<file path="config.mk">
export PLATFORM = sky130hd
export DESIGN_NAME = mem_arb
export DESIGN_NICKNAME = d
export VERILOG_FILES = /design/src/rtl/mem_arb.sv
export SDC_FILE = /design/constraint.sdc
export NUM_CORES = 1
export LEC_CHECK = 0
export CAP_MARGIN = 10
export CORE_MARGIN = 1.5
export CORE_UTILIZATION = 40
export DETAILED_ROUTE_END_ITERATION = 10
export DONT_BUFFER_PORTS = 1
export GPL_TIMING_DRIVEN = 0
export SYNTH_ARGS = -nofsm -noshare
export SYNTH_HDL_FRONTEND = slang
export SYNTH_SLANG_ARGS = --single-unit
</file>
<file path="constraint.sdc">
create_clock -name clk_i -period 2.6 [get_ports clk_i]
set_clock_uncertainty 0.15 [all_clocks]
set_input_delay 0.52 -clock clk_i [delete_from_list [all_inputs] [get_ports clk_i]]
set_output_delay 0.52 -clock clk_i [all_outputs]
set_load 0.02 [all_outputs]
</file>
<file path="src/rtl/mem_arb.sv">
// Two-master (IFU/LSU) to one-slave memory port arbiter.
// One outstanding transaction, round-robin on contention.
module mem_arb #(
  parameter int ADDR_W = 32,
  parameter int DATA_W = 32,
  parameter int MASK_W = 8
) (
  input  logic              clk_i,
  input  logic              rst_i,
  input  logic              m0_valid_i,
  output logic              m0_ready_o,
  input  logic [ADDR_W-1:0] m0_addr_i,
  output logic              m0_rvalid_o,
  output logic [DATA_W-1:0] m0_rdata_o,
  output logic              m0_err_o,
  input  logic              m1_valid_i,
  output logic              m1_ready_o,
  input  logic [ADDR_W-1:0] m1_addr_i,
  input  logic              m1_wen_i,
  input  logic [DATA_W-1:0] m1_wdata_i,
  input  logic [MASK_W-1:0] m1_mask_i,
  output logic              m1_rvalid_o,
  output logic [DATA_W-1:0] m1_rdata_o,
  output logic              m1_err_o,
  output logic              s_valid_o,
  input  logic              s_ready_i,
  output logic [ADDR_W-1:0] s_addr_o,
  output logic              s_wen_o,
  output logic [DATA_W-1:0] s_wdata_o,
  output logic [MASK_W-1:0] s_mask_o,
  input  logic              s_rvalid_i,
  input  logic [DATA_W-1:0] s_rdata_i,
  input  logic              s_err_i
);

  typedef enum logic [1:0] {
    IDLE = 2'd0,
    REQ  = 2'd1,
    RESP = 2'd2
  } state_t;

  state_t            state_q, state_d;
  logic              owner_q, owner_d;
  logic              last_q, last_d;
  logic [ADDR_W-1:0] addr_q, addr_d;
  logic              wen_q, wen_d;
  logic [DATA_W-1:0] wdata_q, wdata_d;
  logic [MASK_W-1:0] mask_q, mask_d;
  logic              rv0_q, rv0_d;
  logic              rv1_q, rv1_d;
  logic [DATA_W-1:0] rd0_q, rd0_d;
  logic [DATA_W-1:0] rd1_q, rd1_d;
  logic              er0_q, er0_d;
  logic              er1_q, er1_d;
  logic              gnt0, gnt1;

  // Grant: sole requester wins, a tie goes to the master that did not win last.
  always_comb begin
    gnt0 = 1'b0;
    gnt1 = 1'b0;
    if (rst_i && state_q == IDLE) begin
      if (m0_valid_i && m1_valid_i) begin
        gnt0 = last_q;
        gnt1 = ~last_q;
      end else begin
        gnt0 = m0_valid_i;
        gnt1 = m1_valid_i;
      end
    end
  end

  // Next-state and payload/response capture.
  always_comb begin
    state_d = state_q;
    owner_d = owner_q;
    last_d  = last_q;
    addr_d  = addr_q;
    wen_d   = wen_q;
    wdata_d = wdata_q;
    mask_d  = mask_q;
    rv0_d   = 1'b0;
    rv1_d   = 1'b0;
    rd0_d   = rd0_q;
    rd1_d   = rd1_q;
    er0_d   = er0_q;
    er1_d   = er1_q;
    unique case (state_q)
      IDLE: begin
        if (gnt0 || gnt1) begin
          owner_d = gnt1;
          last_d  = gnt1;
          addr_d  = gnt1 ? m1_addr_i : m0_addr_i;
          wen_d   = gnt1 & m1_wen_i;
          wdata_d = gnt1 ? m1_wdata_i : '0;
          mask_d  = gnt1 ? m1_mask_i : '0;
          state_d = REQ;
        end
      end
      REQ: begin
        if (s_ready_i) state_d = RESP;
      end
      RESP: begin
        if (s_rvalid_i) begin
          state_d = IDLE;
          if (owner_q) begin
            rv1_d = 1'b1;
            rd1_d = wen_q ? '0 : s_rdata_i;
            er1_d = s_err_i;
          end else begin
            rv0_d = 1'b1;
            rd0_d = s_rdata_i;
            er0_d = s_err_i;
          end
        end
      end
      default: state_d = IDLE;
    endcase
  end

  // State and datapath registers, synchronous active-low reset.
  always_ff @(posedge clk_i) begin
    if (!rst_i) begin
      state_q <= IDLE;
      owner_q <= 1'b0;
      last_q  <= 1'b1;
      addr_q  <= '0;
      wen_q   <= 1'b0;
      wdata_q <= '0;
      mask_q  <= '0;
      rv0_q   <= 1'b0;
      rv1_q   <= 1'b0;
      rd0_q   <= '0;
      rd1_q   <= '0;
      er0_q   <= 1'b0;
      er1_q   <= 1'b0;
    end else begin
      state_q <= state_d;
      owner_q <= owner_d;
      last_q  <= last_d;
      addr_q  <= addr_d;
      wen_q   <= wen_d;
      wdata_q <= wdata_d;
      mask_q  <= mask_d;
      rv0_q   <= rv0_d;
      rv1_q   <= rv1_d;
      rd0_q   <= rd0_d;
      rd1_q   <= rd1_d;
      er0_q   <= er0_d;
      er1_q   <= er1_d;
    end
  end

  assign m0_ready_o  = gnt0;
  assign m1_ready_o  = gnt1;
  assign m0_rvalid_o = rv0_q;
  assign m0_rdata_o  = rd0_q;
  assign m0_err_o    = er0_q;
  assign m1_rvalid_o = rv1_q;
  assign m1_rdata_o  = rd1_q;
  assign m1_err_o    = er1_q;
  assign s_valid_o   = (state_q == REQ);
  assign s_addr_o    = addr_q;
  assign s_wen_o     = wen_q;
  assign s_wdata_o   = wdata_q;
  assign s_mask_o    = mask_q;

endmodule

</file>
==> summary.md <==
| Metric | Value |
|---|---|
| Outcome | `finished clean` |
| Setup crit end | `m0_ready_o` |
| Initial core utilization | `0.414` |
| Reg-to-reg setup timing slack | `0.67 ns` |
| Minimum clock period | `2.51 ns` |
| # H-tree levels | `4` |
| Crit path kind | `reg2out` |
| Synth unique cells | `31` |
| GRT Resource Usage Total | `0.231` |
| Clock buffer depth | `2` |
| CTS tree | `done` |
| Utilization after layout | `0.475` |
| Met3 Routed Length | `1870 µm` |
| Antenna-violating nets left | `0` |
| NumNets Final | `792` |
| Cell Area, Synth | `0.00553 mm²` |
| Startpoint types | `flip-flop` |
| Cells after synthesis | `629` |
| ANT cells | `0` |
| Routed WL | `17300 µm` |
| R2r endpoint | `s_addr_o[1]` |
| Critical path's top delay family | `simple AND/OR/NAND/NOR gates` |
| Yosys reg bits | `145` |
| Compound-Gate Fraction of Synth Area | `0.274` |
| Final setup viols | `0` |
| DR top layer | `met4` |
| Drt pass-1 iters | `5` |
| I/O pin cnt | `288` |
| GRT overflow | `0` |
| TritonCTS buffer count | `17` |
| Ys flop type | `dfxtp_1` |
| DRC Markers | `0` |
| Largest family of logic cells by synthesized area | `compound AO/OA/AOI/OAI gates` |
| Post-DP HPWL | `12900 µm` |
| Post-synth EDFFs | `0` |
| Critical Path AT | `1.84 ns` |
| Post-synthesis sequential area ratio | `0.525` |
| Max incr delay on CP | `0.47 ns` |
| Syn avg cell area | `8.78 µm²` |
| RSZ-0062 raised after global routing | `false` |
| Critical-path maximum fanout | `10` |
| Synth Net Count | `773` |
| Initial antenna violation count | `0` |
| CP startpoint | `state_q[1]` |
| Met2 routed WL | `8290 µm` |
| Core footprint | `0.0133 mm²` |
| Post-synthesis mux area share | `0.00181` |
| Clk Latency, worst-skew pair | `0.41 ns` |
| Final Hold Fails | `0` |
| Filler cell count | `1310` |
| Worst min-delay path startpoint | `rst_i` |
| Leakage power | `2.15 nW` |
| Design area | `0.00634 mm²` |
| Share of layout cells above drive strength 1 | `0.106` |
| Critical path depth in cells | `4` |
| Cell area power density | `840 mW/mm²` |
| Area post-placement | `0.00575 mm²` |
| Post-Synth Simple-Gate Area | `0.137` |
| Max Transition Viols Final | `0` |
| Clk sinks | `145` |
| Setup crit end kind | `output pin` |
| Max-slew headroom | `0.427` |
| Via/cell ratio | `5.92` |
| Root Buffer Master | `clkbuf_16` |
| Syn-to-layout area delta | `14.8%` |
| Yosys top cell area share | `0.525` |
| Top post-synthesis cells by area | `dfxtp_1 (53%), a21oi_1 (9.8%), o21ai_0 (6.7%), nand3_1 (6.6%), a22o_1 (5.1%)` |
| Ys Warns | `0` |
| Synth area leader | `dfxtp_1` |
| Initial drt markers | `281` |
| Top-count cell post-synth | `dfxtp_1` |
| Worst Path Required | `1.93 ns` |
| Die height | `121 µm` |
| Setup TNS | `0 ns` |
| Cells along the critical path | `or3b_4 > buf_6 > buf_2 > nor2_4` |
| Post-synthesis adder-cell area fraction | `0` |
| VDD IR-drop max | `0.381 mV` |
| Die W | `121 µm` |
| WL/cell | `20.6 µm` |
| Worst r2r src | `state_q[1]` |
| Die ar. | `0.0145 mm²` |
| Clk slew on worst S/H paths | `0.06 ns` |
| Placed cells | `805` |
| GPL Wtd Cong | `0.850` |
| Post-route clock period utilization | `0.967` |
| Met1 WL | `6630 µm` |
| Routed vias | `4955` |
| Row Count | `42` |
| Largest net degree at the start of global routing | `17` |
| Total Power | `5.33 mW` |
| Critical path's slowest cell | `or3b_4` |
| Port Buffer Count | `0` |
| CTS Hold Bufs | `0` |
| Filler-free cell count of the finished design | `837` |
| R2r worst-path depth | `4` |
| Post-Synth XOR/XNOR Area | `0` |
| Max Cap Violations | `0` |
| Synth top cells by count | `dfxtp_1 (145), a21oi_1 (108), o21ai_0 (74), nand3_1 (73), nand2_1 (67)` |
| Max frequency | `0.398 GHz` |
| Hold Crit Class | `in2reg` |
| Async set-reset flop share out of synthesis | `0` |
| CP bufs+invs | `2` |
| Worst-Margin Slew | `0.857 ns` |
| First-pass GRT wire length | `26100 µm` |
| Vias in the first global route | `4889` |
==> sequential cells by signal, indices dropped and copies added (netlist names), 2 cells and up <==
register / count
m0_rdata_o: 32
m1_rdata_o: 32
s_addr_o: 32
s_mask_o: 8
s_wdata_o: 32
state_q: 2
==> power by group <==
group | internal [mW] | switching [mW] | total, mW | leakage, nW
combinational | 0.155 | 0.317 | 0.472 | 0.695
clock | 1.42 | 0.933 | 2.35 | 0.278
sequential | 2.32 | 0.186 | 2.50 | 1.18
total | 3.89 | 1.44 | 5.33 | 2.15
==> layout make-up <==
class / count / area [µm²] / area share
Sequential cell: 145 / 2900 / 0.458
Buffer: 67 / 322 / 0.0507
Timing Repair Buffer: 1 / 7.51 / 0.00118
Clock inverter: 11 / 105 / 0.0166
Clock buffer: 21 / 480 / 0.0757
Tap cell: 176 / 220 / 0.0347
Inverter: 4 / 15.0 / 0.00237
Multi-Input combinational cell: 412 / 2290 / 0.361
==> layout by cell type, fill, tap and decap left out, drive strengths merged, types with 4 or more instances in the layout <==
master	instances
clkbuf	62
a22o	32
buf	27
o21ai	76
nor2	9
clkinv	5
a21oi	108
nand2	67
nand3	73
inv	5
a311oi	32
dfxtp	145
clkinvlp	4
==> per-stage QoR <==
stage,setup slack (ns),hold slack [ns]
after detailed placement,0.132,0.402
final,0.0859,0.0386
after floorplan,0.435,0.338
after CTS,0.00150,0.0211
after global routing,0.00188,0.0363
after global placement,0.140,0.397
==> logic make-up after synthesis <==
group | count (synthesis)
AOI/OAI and AO/OA | 252
muxes | 1
and+or+nand+nor | 159
DFF | 145
buffers and inverters | 72
==> worst register-to-register path, delay by kind of cell (launching register included) <==
kind | cells | cell delay [ns]
flops | 1 | 0.53
compound gates | 2 | 0.50
buf+inv | 1 | 0.40
simple gates | 1 | 0.24
==> layer usage <==
| layer | vias up | global-route usage |
|---|---|---|
| li1 | 2318 | - |
| met1 | 2338 | 0.258 |
| met2 | 262 | 0.388 |
| met3 | 37 | 0.0958 |
| met4 | 0 | 0.0956 |
| met5 | - | 0 |
==> how the worst min path moves through the flow <==
stage | endpoint | cells after the start | slack, ns
floorplan | owner_q | 2 | 0.34
global placement | m0_rdata_o[6] | 2 | 0.40
detailed placement | m0_rdata_o[29] | 2 | 0.40
CTS | last_q | 1 | 0.02
global route | last_q | 1 | 0.04
finish | last_q | 1 | 0.04
==> what timing repair did <==
action	in CTS	in global routing
pin swaps	1	0
resized for setup	3	2
setup endpoints to repair	2	2
buffers inserted	1	0
Power figures use the tool's default switching activity.
